--- config.mk ---
export PLATFORM = sky130hd
export DESIGN_NAME = sdram_arbiter
export DESIGN_NICKNAME = d
export VERILOG_FILES = /design/src/rtl/sdram_arbiter.sv
export SDC_FILE = /design/constraint.sdc
export NUM_CORES = 1
export LEC_CHECK = 0
export ABC_AREA = 1
export CAP_MARGIN = 15
export CORE_ASPECT_RATIO = 2
export CORE_MARGIN = 3
export CORE_UTILIZATION = 30
export CTS_BUF_LIST = sky130_fd_sc_hd__clkbuf_4
export CTS_CLUSTER_SIZE = 14
export DETAILED_ROUTE_END_ITERATION = 8
export REMOVE_ABC_BUFFERS = 1
export SLEW_MARGIN = 10
export SYNTH_ARGS = -nofsm -noshare
export SYNTH_HDL_FRONTEND = slang
export SYNTH_SLANG_ARGS = --single-unit
export TNS_END_PERCENT = 100
--- constraint.sdc ---
create_clock -name clk -period 1.8 [get_ports clk]
set_input_delay 0.36 -clock clk [delete_from_list [all_inputs] [get_ports clk]]
set_output_delay 0.36 -clock clk [all_outputs]
set_load 0.02 [all_outputs]
--- src/rtl/sdram_arbiter.sv ---
// sdram_arbiter: shares one SDRAM controller command port between N_REQ burst
// requesters. Requester 0 has bounded fixed priority; the rest are served
// round-robin. The grant is held from command issue until ctrl_done.
module sdram_arbiter #(
    parameter int unsigned N_REQ     = 3,
    parameter int unsigned W_ADDR    = 24,
    parameter int unsigned W_LEN     = 4,
    parameter int unsigned MAX_HIPRI = 4
) (
    input  logic                    clk,
    input  logic                    rst_n,
    input  logic [N_REQ-1:0]        req_valid,
    output logic [N_REQ-1:0]        req_ready,
    input  logic [N_REQ*W_ADDR-1:0] req_addr,
    input  logic [N_REQ-1:0]        req_write,
    input  logic [N_REQ*W_LEN-1:0]  req_len,
    output logic                    cmd_valid,
    input  logic                    cmd_ready,
    output logic [W_ADDR-1:0]       cmd_addr,
    output logic                    cmd_write,
    output logic [W_LEN-1:0]        cmd_len,
    input  logic                    ctrl_done,
    output logic                    gnt_busy,
    output logic [2:0]              gnt_id
);

    localparam int unsigned W_ID = 3;
    localparam int unsigned W_HP = 4;

    typedef enum logic [1:0] {
        IDLE  = 2'd0,
        ISSUE = 2'd1,
        BUSY  = 2'd2
    } state_e;

    state_e              state_q, state_d;
    logic                cmd_valid_q, cmd_valid_d;
    logic [W_ADDR-1:0]   cmd_addr_q, cmd_addr_d;
    logic                cmd_write_q, cmd_write_d;
    logic [W_LEN-1:0]    cmd_len_q, cmd_len_d;
    logic                gnt_busy_q, gnt_busy_d;
    logic [W_ID-1:0]     gnt_id_q, gnt_id_d;
    logic [W_ID-1:0]     rr_last_q, rr_last_d;
    logic [W_HP-1:0]     hp_cnt_q, hp_cnt_d;

    logic                any_lo_c;
    logic                hp_block_c;
    logic                win_found_c;
    logic [W_ID-1:0]     win_id_c;

    // Winner selection: bounded priority for 0, else round-robin over 1..N_REQ-1
    always_comb begin
        any_lo_c    = |req_valid[N_REQ-1:1];
        hp_block_c  = (hp_cnt_q == W_HP'(MAX_HIPRI)) && any_lo_c;
        win_found_c = 1'b0;
        win_id_c    = '0;
        if (req_valid[0] && !hp_block_c) begin
            win_found_c = 1'b1;
        end else begin
            // first pass: indices above rr_last; second pass wraps back to 1
            for (int i = 1; i < int'(N_REQ); i++) begin
                if (!win_found_c && req_valid[i] && (i > int'(rr_last_q))) begin
                    win_found_c = 1'b1;
                    win_id_c    = W_ID'(i);
                end
            end
            for (int i = 1; i < int'(N_REQ); i++) begin
                if (!win_found_c && req_valid[i]) begin
                    win_found_c = 1'b1;
                    win_id_c    = W_ID'(i);
                end
            end
        end
    end

    // Acceptance strobe back to the granted requester, same cycle as handshake
    always_comb begin
        req_ready = '0;
        for (int i = 0; i < int'(N_REQ); i++) begin
            req_ready[i] = cmd_valid_q && cmd_ready && (gnt_id_q == W_ID'(i));
        end
    end

    // Next-state and registered-output logic
    always_comb begin
        state_d     = state_q;
        cmd_valid_d = cmd_valid_q;
        cmd_addr_d  = cmd_addr_q;
        cmd_write_d = cmd_write_q;
        cmd_len_d   = cmd_len_q;
        gnt_busy_d  = gnt_busy_q;
        gnt_id_d    = gnt_id_q;
        rr_last_d   = rr_last_q;
        hp_cnt_d    = hp_cnt_q;

        case (state_q)
            IDLE: begin
                if (win_found_c) begin
                    for (int i = 0; i < int'(N_REQ); i++) begin
                        if (win_id_c == W_ID'(i)) begin
                            cmd_addr_d  = req_addr[i*W_ADDR +: W_ADDR];
                            cmd_write_d = req_write[i];
                            cmd_len_d   = req_len[i*W_LEN +: W_LEN];
                        end
                    end
                    gnt_id_d    = win_id_c;
                    gnt_busy_d  = 1'b1;
                    cmd_valid_d = 1'b1;
                    state_d     = ISSUE;
                    if (win_id_c == '0) begin
                        if (any_lo_c) begin
                            if (hp_cnt_q != W_HP'(MAX_HIPRI)) begin
                                hp_cnt_d = hp_cnt_q + W_HP'(1);
                            end
                        end else begin
                            hp_cnt_d = '0;
                        end
                    end else begin
                        hp_cnt_d  = '0;
                        rr_last_d = win_id_c;
                    end
                end
            end
            ISSUE: begin
                if (cmd_ready) begin
                    cmd_valid_d = 1'b0;
                    if (ctrl_done) begin
                        gnt_busy_d = 1'b0;
                        state_d    = IDLE;
                    end else begin
                        state_d    = BUSY;
                    end
                end
            end
            BUSY: begin
                if (ctrl_done) begin
                    gnt_busy_d = 1'b0;
                    state_d    = IDLE;
                end
            end
            default: begin
                state_d = IDLE;
            end
        endcase
    end

    // State and output registers
    always_ff @(posedge clk or negedge rst_n) begin
        if (!rst_n) begin
            state_q     <= IDLE;
            cmd_valid_q <= 1'b0;
            cmd_addr_q  <= '0;
            cmd_write_q <= 1'b0;
            cmd_len_q   <= '0;
            gnt_busy_q  <= 1'b0;
            gnt_id_q    <= '0;
            rr_last_q   <= W_ID'(N_REQ - 1);
            hp_cnt_q    <= '0;
        end else begin
            state_q     <= state_d;
            cmd_valid_q <= cmd_valid_d;
            cmd_addr_q  <= cmd_addr_d;
            cmd_write_q <= cmd_write_d;
            cmd_len_q   <= cmd_len_d;
            gnt_busy_q  <= gnt_busy_d;
            gnt_id_q    <= gnt_id_d;
            rr_last_q   <= rr_last_d;
            hp_cnt_q    <= hp_cnt_d;
        end
    end

    assign cmd_valid = cmd_valid_q;
    assign cmd_addr  = cmd_addr_q;
    assign cmd_write = cmd_write_q;
    assign cmd_len   = cmd_len_q;
    assign gnt_busy  = gnt_busy_q;
    assign gnt_id    = gnt_id_q;

endmodule
# After elaboration in Yosys (flattened, before gate mapping)
# Cells that the tools add are included.
# op_classes
n_addsub,1
order_cmp,2
n_eq_ne,12
mux,36
bitwise,1
reduce_logical,29
# op_table
operator,count
$mux 24,3
$mux 4,6
$reduce_and 3->1,6
$mux 1,16
$mux 3,4
$logic_and 1x1->1,11
$mux 2,4
$eq 3x1->1 const B,2
$eq 3x2->1 const B,2
$logic_not 3->1,2
$ne 2x2->1 const B,3
$pmux 2 s3,1
$reduce_bool 3->1,2
$add 4x1->4 const B,1
$eq 4x3->1 const B,1
$logic_not 1->1,4
$ne 4x3->1 const B,1
$gt 1x3->1 const A,1
$gt 2x3->1 const A,1
$ne 3x2->1 const B,1
$pmux 1 s3,1
$eq 2x1->1 const B,1
$eq 2x2->1 const B,1
$logic_not 2->1,1
other kinds (5),5
# word_totals
reg_bits,43
out_inout_bits,37
word_cells,90

# Logic depth before layout (Yosys ltp)
# Gate-level depths: netlist of the first run.
# logic_depth
ltp_word,22
mapped_depth,10

# Worst setup path after synthesis of the first run
# OpenSTA, ideal clock, no wires.
# synth_path
path_type,flip-flop to flip-flop
from,reg hp_cnt_q[0]
to,"reg cmd_addr_q[17], in the netlist cmd_addr[17]"
arrival_ps,1318
required_ps,1682
path_slack_ps,364
path_stages_with_launch,9
n_path_buf,1
synth_period_minus_slack_ps,1436
cell_sequence,dfrtp_1 -> inv_1 -> ha_1 -> nand3_1 -> o2bb2ai_2 -> clkbuf_1 -> nand2_1 -> nand4_1 -> nand2_1
# synth_via
elab_chain_cells,8
# synth_lines
element,line,text
from (decl),44,"logic [W_HP-1:0] hp_cnt_q, hp_cnt_d;"
from (signal assigned),168,hp_cnt_q <= hp_cnt_d;
$eq 4x3->1 (*),54,hp_block_c = (hp_cnt_q == W_HP'(MAX_HIPRI)) && any_lo_c;
$logic_and 1x1->1 (*),54,
$logic_not 1->1 (*),57,if (req_valid[0] && !hp_block_c) begin
$logic_and 1x1->1 (*),57,
$mux 3,57,
"$eq 3x1->1, or another cell as far along",100,if (win_id_c == W_ID'(i)) begin
$reduce_bool 3->1 (no line) or $mux 24 (tied branches),n/a,
$reduce_and 3->1 (no line) or $mux 24 (tied branches),n/a,
to (signal assigned),162,cmd_addr_q <= cmd_addr_d;
to (decl),38,"logic [W_ADDR-1:0] cmd_addr_q, cmd_addr_d;"
# Mark *: on every way between the ends. The rest lies on a longest branch, timed or not.
# A chain may end at the register's enable or synchronous reset.

# Worst setup path in the final report of the first run
# layout_path
from,"reg cmd_addr_q[11], in the netlist cmd_addr[11]"
to,out cmd_addr[11]
# layout_lines
element,line,text
to (decl),19,"output logic [W_ADDR-1:0] cmd_addr,"
# No word-level cell between the ends.

==> flow_summary_export.csv, run 1 <==
group,metric,value,unit
worst_setup_path,critPathSlowestCell,"clkdlybuf4s50_1",
worst_setup_path,cp-end-kind,"output port",
routing,m1WireLength,3061,µm
routing,top_layer_used,"met4",
clock_network,hold_buffers,0,
cells_and_area,mostFrequentLayoutCells,"clkdlybuf4s50_1 (122), nand2_1 (79), nand3_1 (59), dfrtp_1 (40), inv_1 (36)",
routing,wl_met3,368,µm
cells_and_area,synthToLayoutAreaGrowth,63.36,%
yosys,yosys_warnings,0,
routing,post_drt_wl_per_cell,15.48,µm
flow_run,max_cap_viol_count,0,
floorplan,die_y,136.4,µm
worst_setup_path,crit_buf_inv,1,
sta,finalSetupViolCount,0,
yosys,synth.avg_cell_area,7.373,µm²
cells_and_area,final_common_cell,"clkdlybuf4s50_1",
worst_setup_path,crit_type,"reg2out",
pwr,p_per_area,1312,nW/µm²
global_route,overflow,0,
placement,dpl_cell_area,4111,µm²
yosys,ys_top_cells_by_area,"dfrtp_1 (39%), nand2_1 (12%), nand3_1 (12%)",
sta,maxSlewViolCount,0,
routing,vias_per_cell,4.906,
placement,place_congestion,0.8196,
cells_and_area,finalNonFillerCells,586,
routing,wl_met2,5382,µm
sta,period_minus_slack,1.743,ns
worst_setup_path,crit_chain,"clkdlybuf4s50_1",
cells_and_area,nFillCells,845,
pwr,switching_power,2361,µW
routing,drc,0,
routing,vias,2875,
sta,rsz0062_at_grt,"no",
pwr,power,5469,µW
worst_setup_path,start_kind,"flop",
worst_hold_path,hp-class,"in2async",
pwr,leakagePower,0.001973,µW
clock_network,cts_tree,"built",
cells_and_area,fin_area,4168,µm²
yosys,synth.distinct_cells,27,
floorplan,core,8292,µm²
sta,hold_violations,0,
pwr,power.share.combinational,61.8,%
worst_setup_path,cp_data_arrival_time,1.38,ns
pwr,intPower,3108,µW
yosys,yosysTopAreaCell,"dfrtp_1",
worst_setup_path,worstPathRequired,1.44,ns
worst_setup_path,critical_path.max_stage_delay,0.65,ns
sta,max_freq,573.9,MHz
pwr,clkPwrFrac,9.0,%
yosys,ys_seq_area_share,40.26,%
run_status,status,"complete, no violations",
cells_and_area,fin_nets,585,
cells_and_area,drive_gt1_share,10.47,%
routing,drt-total-wl,9071,µm
floorplan,die_w,71.21,µm
floorplan,dieArea,9713,µm²
floorplan,row_count,47,
routing,drtIter0Drc,161,
floorplan,io_pins,131,
placement,io_buffer_count,129,
clock_network,cts_setup_buffers,0,
worst_setup_path,cp_top_family,"buffers and inverters",
routing,antenna_left,0,
global_route,grt_start_max_net_pins,42,
clock_network,clock-sinks,41,
pwr,switching_share,43.17,%
placement,hpwl,7013,µm
global_route,grt_pass1_vias,2887,
pwr,power_frac_seq,29.2,%
pwr,vdd_drop_max,0.6434,mV
yosys,netlist_area,2551,µm²
sta,worst_pin_slew,0.5594,ns
global_route,grt_usage,18.57,%
placement,place_inst,577,
floorplan,start_util,30.77,%
global_route,grt_pass1_wl,14100,µm
yosys,syn_inst,346,
sta,post-route-period-util,96.81,%
sta,final.setup_skew,0.01654,ns
clock_network,root_buffer,"clkbuf_4",
clock_network,cts_max_level,2,
clock_network,clkTransAtPathRegs,0.13,ns
clock_network,cts_buffers,5,
clock_network,clock_path_buffers,2,
sta,slew_headroom,62.70,%
worst_setup_path,cp_max_fo,2,
yosys,synth_seq_cells,41,
routing,drt_first_pass_iters,6,
clock_network,clock_latency,0.37,ns
global_route,grt_antenna_before_repair,0,
yosys,synth_top_area_share,39.23,%
logic make-up after synthesis:
| family | Yosys count | share of synthesized area, % |
|---|---|---|
| AND/OR/NAND/NOR | 214 | 39.87 |
| AO/OA/AOI/OAI | 24 | 6.228 |
| XOR/XNOR | 1 | 0.3434 |
| adder cells (fa/ha/maj) | 5 | 2.452 |
| buffers and inverters | 60 | 10.69 |
| flip-flops | 41 | 40.27 |
| other | 1 | 0.1470 |
path summary, 6_finish.rpt:
| check | cells past startpoint | from | endpoint | slack (ns) |
|---|---|---|---|---|
| worst min register to register | 2 | rr_last_q[1]$_DFFE_PN1P_ | rr_last_q[1]$_DFFE_PN1P_ | 0.47 |
| worst max register to register | 8 | state_q[1]$_DFFE_PN0P_ | hp_cnt_q[1]$_DFFE_PN0P_ | 0.15 |
| max in group asynchronous | 2 | rst_n | rr_last_q[1]$_DFFE_PN1P_ | 1.35 |
| worst max-delay path | 1 | cmd_addr[11]$_DFFE_PN0P_ | cmd_addr[11] | 0.06 |
| worst min-delay path | 2 | rst_n | cmd_addr[13]$_DFFE_PN0P_ | 0.05 |
| min in group clk | 2 | rr_last_q[1]$_DFFE_PN1P_ | rr_last_q[1]$_DFFE_PN1P_ | 0.47 |
cells in the mapped netlist (all sizes together):
| library cell | count |
|---|---|
| nand2 | 80 |
| nand3 | 59 |
| dfrtp | 40 |
| inv | 36 |
| nor2 | 27 |
| nand4 | 25 |
| buf | 19 |
| nand3b | 15 |
| o21ai | 11 |
| a21oi | 5 |
| clkbuf | 5 |
| ha | 5 |
| or2 | 5 |
| o21bai | 4 |
| nor3 | 3 |
| a21boi | 1 |
| conb | 1 |
| dfstp | 1 |
| o2111ai | 1 |
| o22ai | 1 |
| o2bb2ai | 1 |
| xor2 | 1 |
stage by stage:
step	util (%)	setup TNS [ns]	setup WS [ns]	hold WS (ns)
after floorplan	-	-17.03	-0.6353	0.06441
after global placement	49.59	-2.591	-0.3198	0.4512
after detailed placement	49.59	-3.401	-0.3404	0.4549
after CTS	50.32	0	0.002940	0.05423
after global routing	50.23	0	0.004703	0.07922
final	50.26	0	0.05745	0.04785
power groups by stage:
stage | Clock [µW] | Sequential [µW] | Combinational, µW
3_3_place_gp | 0 | 1610 | 3390
6_report | 491 | 1600 | 3380
5_1_grt | 552 | 1660 | 3690
4_1_cts | 526 | 1600 | 3450
3_5_place_dp | 0 | 1620 | 3440
2_1_floorplan | 0 | 2050 | 1230
cell type report:
type | instances | area (µm²) | share of cell area [%]
clock inverters | 1 | 5.005 | 0.1201
clock buffers | 7 | 52.55 | 1.261
flip-flops and latches | 41 | 1027 | 24.65
repair buffers | 157 | 1568 | 37.62
inverters | 36 | 135.1 | 3.242
multi-input cells | 245 | 1255 | 30.11
well taps | 98 | 122.6 | 2.942
diodes | 1 | 2.502 | 0.06004
routing by layer:
layer  vias up  track usage, %
li1       1422               -
met5         -               0
met1      1357           18.68
met2        81           36.89
met3        15           2.295
met4         0           7.427
repair_timing:
item,4_1_cts,5_1_grt
gates resized for setup,12,7
endpoints found under the setup margin,3,7
cloned,0,0
sequential cells by signal, indices dropped and copies added (netlist names):
name and count:
rr_last_q 2, hp_cnt_q 4, gnt_id 2, cmd_write 1, cmd_addr 24, gnt_busy 1
state_q 2, cmd_len 4, cmd_valid 1
No activity file was read; power rests on OpenSTA's default activity.
==> run 2, diff against run 1 <==
--- a/config.mk
+++ b/config.mk
@@ -13,7 +13,9 @@
 export CTS_BUF_LIST = sky130_fd_sc_hd__clkbuf_4
 export CTS_CLUSTER_SIZE = 14
 export DETAILED_ROUTE_END_ITERATION = 8
+export PLACE_DENSITY = 0.73
 export REMOVE_ABC_BUFFERS = 1
+export SKIP_LAST_GASP = 1
 export SLEW_MARGIN = 10
 export SYNTH_ARGS = -nofsm -noshare
 export SYNTH_HDL_FRONTEND = slang
==> constraint.sdc (replaced) <==
create_clock -name clk -period 1.8 [get_ports clk]
set_input_delay 0.54 -clock clk [delete_from_list [all_inputs] [get_ports clk]]
set_output_delay 0.54 -clock clk [all_outputs]
set_load 0.02 [all_outputs]
==> run 2 against run 1 <==
First-iteration DRC count decreased by 31%; clock power up 24%; combinational power is essentially flat; clock skew shrank 0.0026 ns; routed wire length is 0.90% lower; sequential cell count stayed put.
==> flow_summary_export.csv, run 2 (synthesized netlist as in run 1, its figures left out) <==
group,metric,value,unit
pwr,switching_share,43.49,%
routing,antenna_left,0,
flow_run,max_cap_viol_count,0,
routing,post_drt_wl_per_cell,15.26,µm
placement,place_congestion,0.8083,
worst_setup_path,worstPathRequired,1.26,ns
routing,vias,2894,
sta,post-route-period-util,97.00,%
routing,drt-total-wl,8989,µm
clock_network,hold_buffers,0,
pwr,clkPwrFrac,11.0,%
clock_network,clock_latency,0.37,ns
worst_setup_path,cp-end-kind,"output port",
clock_network,clkTransAtPathRegs,0.13,ns
cells_and_area,final_common_cell,"clkdlybuf4s50_1",
placement,io_buffer_count,129,
cells_and_area,seqCellArea,1030,µm²
clock_network,clock-sinks,41,
worst_hold_path,hp-class,"in2async",
worst_setup_path,r2r-end,"cmd_addr[19]$_DFFE_PN0P_",
clock_network,root_buffer,"clkbuf_4",
routing,vias_per_cell,4.913,
worst_setup_path,cp-endpoint,"req_ready[0]",
worst_setup_path,rr_startpoint,"state_q[0]$_DFFE_PN0P_",
sta,fin_ws,0.05398,ns
worst_setup_path,worst-r2r-setup-slack,0.19,ns
cells_and_area,n_antenna_cell,0,
sta,maxSlewViolCount,0,
global_route,grt_antenna_before_repair,0,
worst_setup_path,crit_type,"reg2out",
pwr,vdd_drop_max,0.6135,mV
cells_and_area,synthToLayoutAreaGrowth,67.78,%
worst_setup_path,cp_top_family,"flip-flops",
floorplan,dieArea,9713,µm²
floorplan,core,8292,µm²
worst_setup_path,cp_max_fo,4,
worst_setup_path,timing.critical_path.from,"gnt_id[0]$_DFFE_PN0P_",
sta,hold_ws,0.09701,ns
global_route,grt_pass1_wl,14200,µm
worst_setup_path,crit_chain,"nor3_2, buf_4",
placement,hpwl,6661,µm
pwr,p_per_area,1302,nW/µm²
floorplan,start_util,30.77,%
worst_setup_path,critical_path.max_stage_delay,0.46,ns
cells_and_area,mostFrequentLayoutCells,"clkdlybuf4s50_1 (90), nand2_1 (77), nand3_1 (59), dfrtp_1 (38), inv_1 (35)",
cells_and_area,largest_reg_flops,24,
clock_network,cts_setup_buffers,0,
cells_and_area,fin_nets,589,
global_route,grt_pass1_vias,2940,
pwr,intPower,3149,µW
routing,drc,0,
cells_and_area,nFillCells,814,
sta,final.setup_skew,0.01389,ns
clock_network,cts_tree,"built",
floorplan,io_pins,131,
sta,rsz0062_at_grt,"yes",
cells_and_area,fin_area,4280,µm²
worst_setup_path,start_kind,"flop",
cells_and_area,drive_gt1_share,12.83,%
sta,hold_violations,0,
worst_setup_path,crit_cells,2,
worst_setup_path,r2r_cells,7,
floorplan,row_count,47,
global_route,grt_usage,18.34,%
clock_network,cts_max_level,2,
floorplan,die_y,136.4,µm
pwr,leakagePower,0.002063,µW
routing,drtIter0Drc,111,
pwr,power_frac_seq,28.9,%
sta,finalSetupViolCount,0,
pwr,power,5572,µW
pwr,power.share.combinational,60.2,%
worst_setup_path,crit_buf_inv,1,
sta,max_freq,572.7,MHz
global_route,overflow,0,
worst_setup_path,critPathSlowestCell,"dfrtp_2",
clock_network,cts_buffers,5,
floorplan,die_w,71.21,µm
routing,drt_first_pass_iters,4,
clock_network,clock_path_buffers,2,
pwr,switching_power,2423,µW
worst_setup_path,cp_data_arrival_time,1.21,ns
run_status,status,"complete, no violations",
global_route,grt_start_max_net_pins,43,
sta,period_minus_slack,1.746,ns
placement,dpl_cell_area,4164,µm²
placement,pre_cts_ws,-0.6616,ns
cells_and_area,multi_input_area,1280,µm²
## run 2: cell count changes in the layout (fill, tap and decap cells not counted), moves of 2 or more
cell,before,now
buf_4,21,23
nand2_1,79,77
dfrtp_1,40,38
nor3_1,3,0
buf_2,4,1
clkdlybuf4s50_1,122,90
dlygate4sd2_1,0,32
dfrtp_2,0,2
nor3_2,0,3
clkbuf_16,0,2
buf_12,6,9
## run 2: timing repair
action / CTS / global route
endpoints found under the setup margin: 36 / 12
gates resized for setup: 50 / 16
cloned: 0 / 2
pin swaps: 0 / 3
## run 2: through the flow
stage          std cells  utilization [%]  setup TNS (ns)
2_1_floorplan        322                -          -17.69
3_3_place_gp         579            50.22          -10.35
3_5_place_dp         579            50.22          -11.88
4_1_cts              587            50.54         -0.5302
5_1_grt              589            51.62        -0.04896
6_report             589            51.62               0
## run 2: cell type report
| type | instances | area share (%) |
|---|---|---|
| clock buffers | 6 | 1.052 |
| clock inverters | 2 | 0.7892 |
| inverters | 36 | 3.157 |
| multi-input cells | 245 | 29.90 |
| flip-flops and latches | 41 | 24.06 |
| well taps | 98 | 2.865 |
| repair buffers | 161 | 38.18 |
## run 2: worst register-to-register path: cells and delay by family (launching register included)
family | cells | cell delay [ns]
and+or+nand+nor | 2 | 0.21
DFF | 1 | 0.41
adders and majority gates | 1 | 0.20
buffers and inverters | 2 | 0.27
AOI/OAI and AO/OA | 2 | 0.42
## run 2: power by group through the flow
stage / clock network [µW] / registers (µW) / logic (µW)
after floorplan: 0 / 2050 / 1230
after global placement: 0 / 1610 / 3520
after detailed placement: 0 / 1630 / 3590
after CTS: 636 / 1600 / 3340
after global routing: 679 / 1670 / 3690
final: 611 / 1610 / 3350
## run 2: routing by layer
layer	global-route usage, %	up-vias	wire length, µm
met5	0	-	0
met4	6.381	0	160
li1	-	1433	-
met2	34.94	86	5111
met3	2.665	12	409
met1	19.95	1363	3307
## run 2: worst min path at each step
stage	slack (ns)	endpoint
after floorplan	0.24	cmd_addr[0]$_DFFE_PN0P_
after global placement	0.45	rr_last_q[1]$_DFFE_PN1P_
after detailed placement	0.47	cmd_addr[14]$_DFFE_PN0P_
after CTS	0.09	cmd_addr[23]$_DFFE_PN0P_
after global routing	0.1	cmd_addr[23]$_DFFE_PN0P_
final	0.1	cmd_addr[23]$_DFFE_PN0P_
==> run 3, diff against run 2 <==
--- a/config.mk
+++ b/config.mk
@@ -6,9 +6,8 @@
 export NUM_CORES = 1
 export LEC_CHECK = 0
 export ABC_AREA = 1
-export CAP_MARGIN = 15
+export CAP_MARGIN = 20
 export CORE_ASPECT_RATIO = 2
-export CORE_MARGIN = 3
 export CORE_UTILIZATION = 30
 export CTS_BUF_LIST = sky130_fd_sc_hd__clkbuf_4
 export CTS_CLUSTER_SIZE = 14
==> run 3 against run 2 <==
Die area down 8.4%; design area down 0.61%; register-to-register slack about the same; sequential share of layout area up 0.12 points; total power up 0.76%; via count up 0.28%; critical path depth unchanged; hold slack worse by 0.013 ns; clock power up 23%; critical path type unchanged; critical endpoint is now cmd_valid; largest power group unchanged.
==> flow_summary_export.csv, run 3 (synthesized netlist as in run 1, its figures left out) <==
group,metric,value,unit
global_route,grt_pass1_wl,13190,µm
sta,fin_ws,0.07712,ns
floorplan,io_pins,131,
worst_setup_path,cp_max_fo,2,
sta,hold_ws,0.08367,ns
sta,max_freq,580.4,MHz
clock_network,root_buffer,"clkbuf_4",
worst_setup_path,start_kind,"flop",
cells_and_area,final_common_cell,"clkdlybuf4s50_1",
worst_setup_path,cp-end-kind,"output port",
cells_and_area,mostFrequentLayoutCells,"clkdlybuf4s50_1 (89), nand2_1 (77), nand3_1 (59), dfrtp_1 (39), inv_1 (34)",
sta,rsz0062_at_grt,"yes",
routing,antenna_left,0,
worst_setup_path,cp_data_arrival_time,1.18,ns
sta,hold_violations,0,
sta,finalSetupViolCount,0,
routing,post_drt_wl_per_cell,14.42,µm
cells_and_area,synthToLayoutAreaGrowth,66.75,%
cells_and_area,final_core_util,51.67,%
clock_network,clock_path_buffers,2,
pwr,p_per_area,1320,nW/µm²
run_status,status,"complete, no violations",
sta,maxSlewViolCount,0,
flow_run,max_cap_viol_count,0,
global_route,grt_pass1_vias,2895,
sta,period_minus_slack,1.723,ns
global_route,grt_start_max_net_pins,41,
floorplan,die_y,132.4,µm
floorplan,core,8233,µm²
clock_network,clock_latency,0.35,ns
floorplan,dieArea,8899,µm²
routing,drt-total-wl,8520,µm
clock_network,clkTransAtPathRegs,0.13,ns
cells_and_area,nFillCells,824,
cells_and_area,n_antenna_cell,0,
pwr,leakagePower,0.002067,µW
routing,vias,2902,
routing,drtIter0Drc,144,
global_route,grt_antenna_before_repair,0,
cells_and_area,seqCellArea,1028,µm²
worst_hold_path,hp-class,"in2async",
sta,final.setup_skew,0.008525,ns
floorplan,row_count,47,
sta,post-route-period-util,95.72,%
routing,vias_per_cell,4.910,
cells_and_area,largest_reg_flops,24,
clock_network,clock-sinks,41,
floorplan,start_util,30.99,%
worst_setup_path,worstPathRequired,1.26,ns
clock_network,cts_buffers,5,
clock_network,cts_max_level,2,
placement,hpwl,6393,µm
cells_and_area,fin_nets,591,
global_route,overflow,0,
cells_and_area,drive_gt1_share,12.78,%
placement,place_congestion,0.7925,
placement,io_buffer_count,129,
cells_and_area,fin_area,4254,µm²
cells_and_area,multi_input_area,1270,µm²
routing,drt_first_pass_iters,4,
global_route,grt_usage,19.50,%
floorplan,die_w,67.21,µm
worst_setup_path,crit_type,"reg2out",
clock_network,cts_tree,"built",
pwr,vdd_drop_max,0.8534,mV
placement,dpl_cell_area,4161,µm²
routing,drc,0,
placement,pre_cts_ws,-0.6373,ns
sta,setup_tns,0,ns
run 3: cell count changes in the layout (fill, tap and decap cells not counted), sizes merged:
cell | before | now
buf | 34 | 37
bufinv | 1 | 2
clkbuf | 9 | 6
clkdlybuf4s15 | 0 | 1
clkdlybuf4s50 | 90 | 89
dlygate4sd2 | 32 | 33
run 3: worst max-delay path, cell delays in order, from the launching register on:
cell,delay (ns)
dfrtp_1,0.42
buf_4,0.15
clkdlybuf4s15_1,0.27
run 3: per-layer routing:
| metal | share of wire (%) | vias up | global-route usage [%] |
|---|---|---|---|
| met5 | 0 | - | 0 |
| met4 | 3.5 | 0 | 8.865 |
| met3 | 4.8 | 20 | 3.276 |
| met2 | 55 | 103 | 36.61 |
| met1 | 37 | 1346 | 19.57 |
| li1 | - | 1433 | - |
run 3: final timing paths:
kind	startpoint	cells after the start	end	slack (ns)
worst max-delay path	cmd_valid$_DFFE_PN0P_	2	cmd_valid	0.08
min in group clk	rr_last_q[1]$_DFFE_PN1P_	2	rr_last_q[1]$_DFFE_PN1P_	0.49
max in group asynchronous	rst_n	2	rr_last_q[1]$_DFFE_PN1P_	1.16
worst min register to register	rr_last_q[1]$_DFFE_PN1P_	2	rr_last_q[1]$_DFFE_PN1P_	0.49
worst max register to register	state_q[1]$_DFFE_PN0P_	7	cmd_addr[19]$_DFFE_PN0P_	0.19
worst min-delay path	rst_n	1	cmd_addr[6]$_DFFE_PN0P_	0.08
run 3: layout make-up:
type                    count  share of cell area, %
well taps                  98                  2.882
inverters                  36                  3.176
clock inverters             3                  1.529
multi-input cells         245                  29.85
clock buffers               5                 0.8824
flip-flops and latches     41                  24.18
repair buffers            163                  37.50
run 3: what timing repair did:
| action | CTS | global route |
|---|---|---|
| gates cloned | 0 | 1 |
| buffers inserted | 0 | 0 |
| hold buffers | 0 | 0 |
| setup endpoints to repair | 37 | 20 |
| pin swaps | 0 | 1 |
| resized for setup | 52 | 7 |
| hold endpoints to repair | 0 | 0 |
run 3: metrics by stage:
stage	total power, µW	cells
3_3_place_gp	5065	582
3_5_place_dp	5157	582
6_report	5614	591
4_1_cts	5659	590
2_1_floorplan	3278	322
5_1_grt	6041	591
run 3: power by group:
group | switching [µW] | leakage, µW | internal (µW)
combinational | 1830 | 0.00152 | 1430
sequential | 239 | 0.000492 | 1360
clock | 321 | 0.0000552 | 430
total | 2390 | 0.00207 | 3220
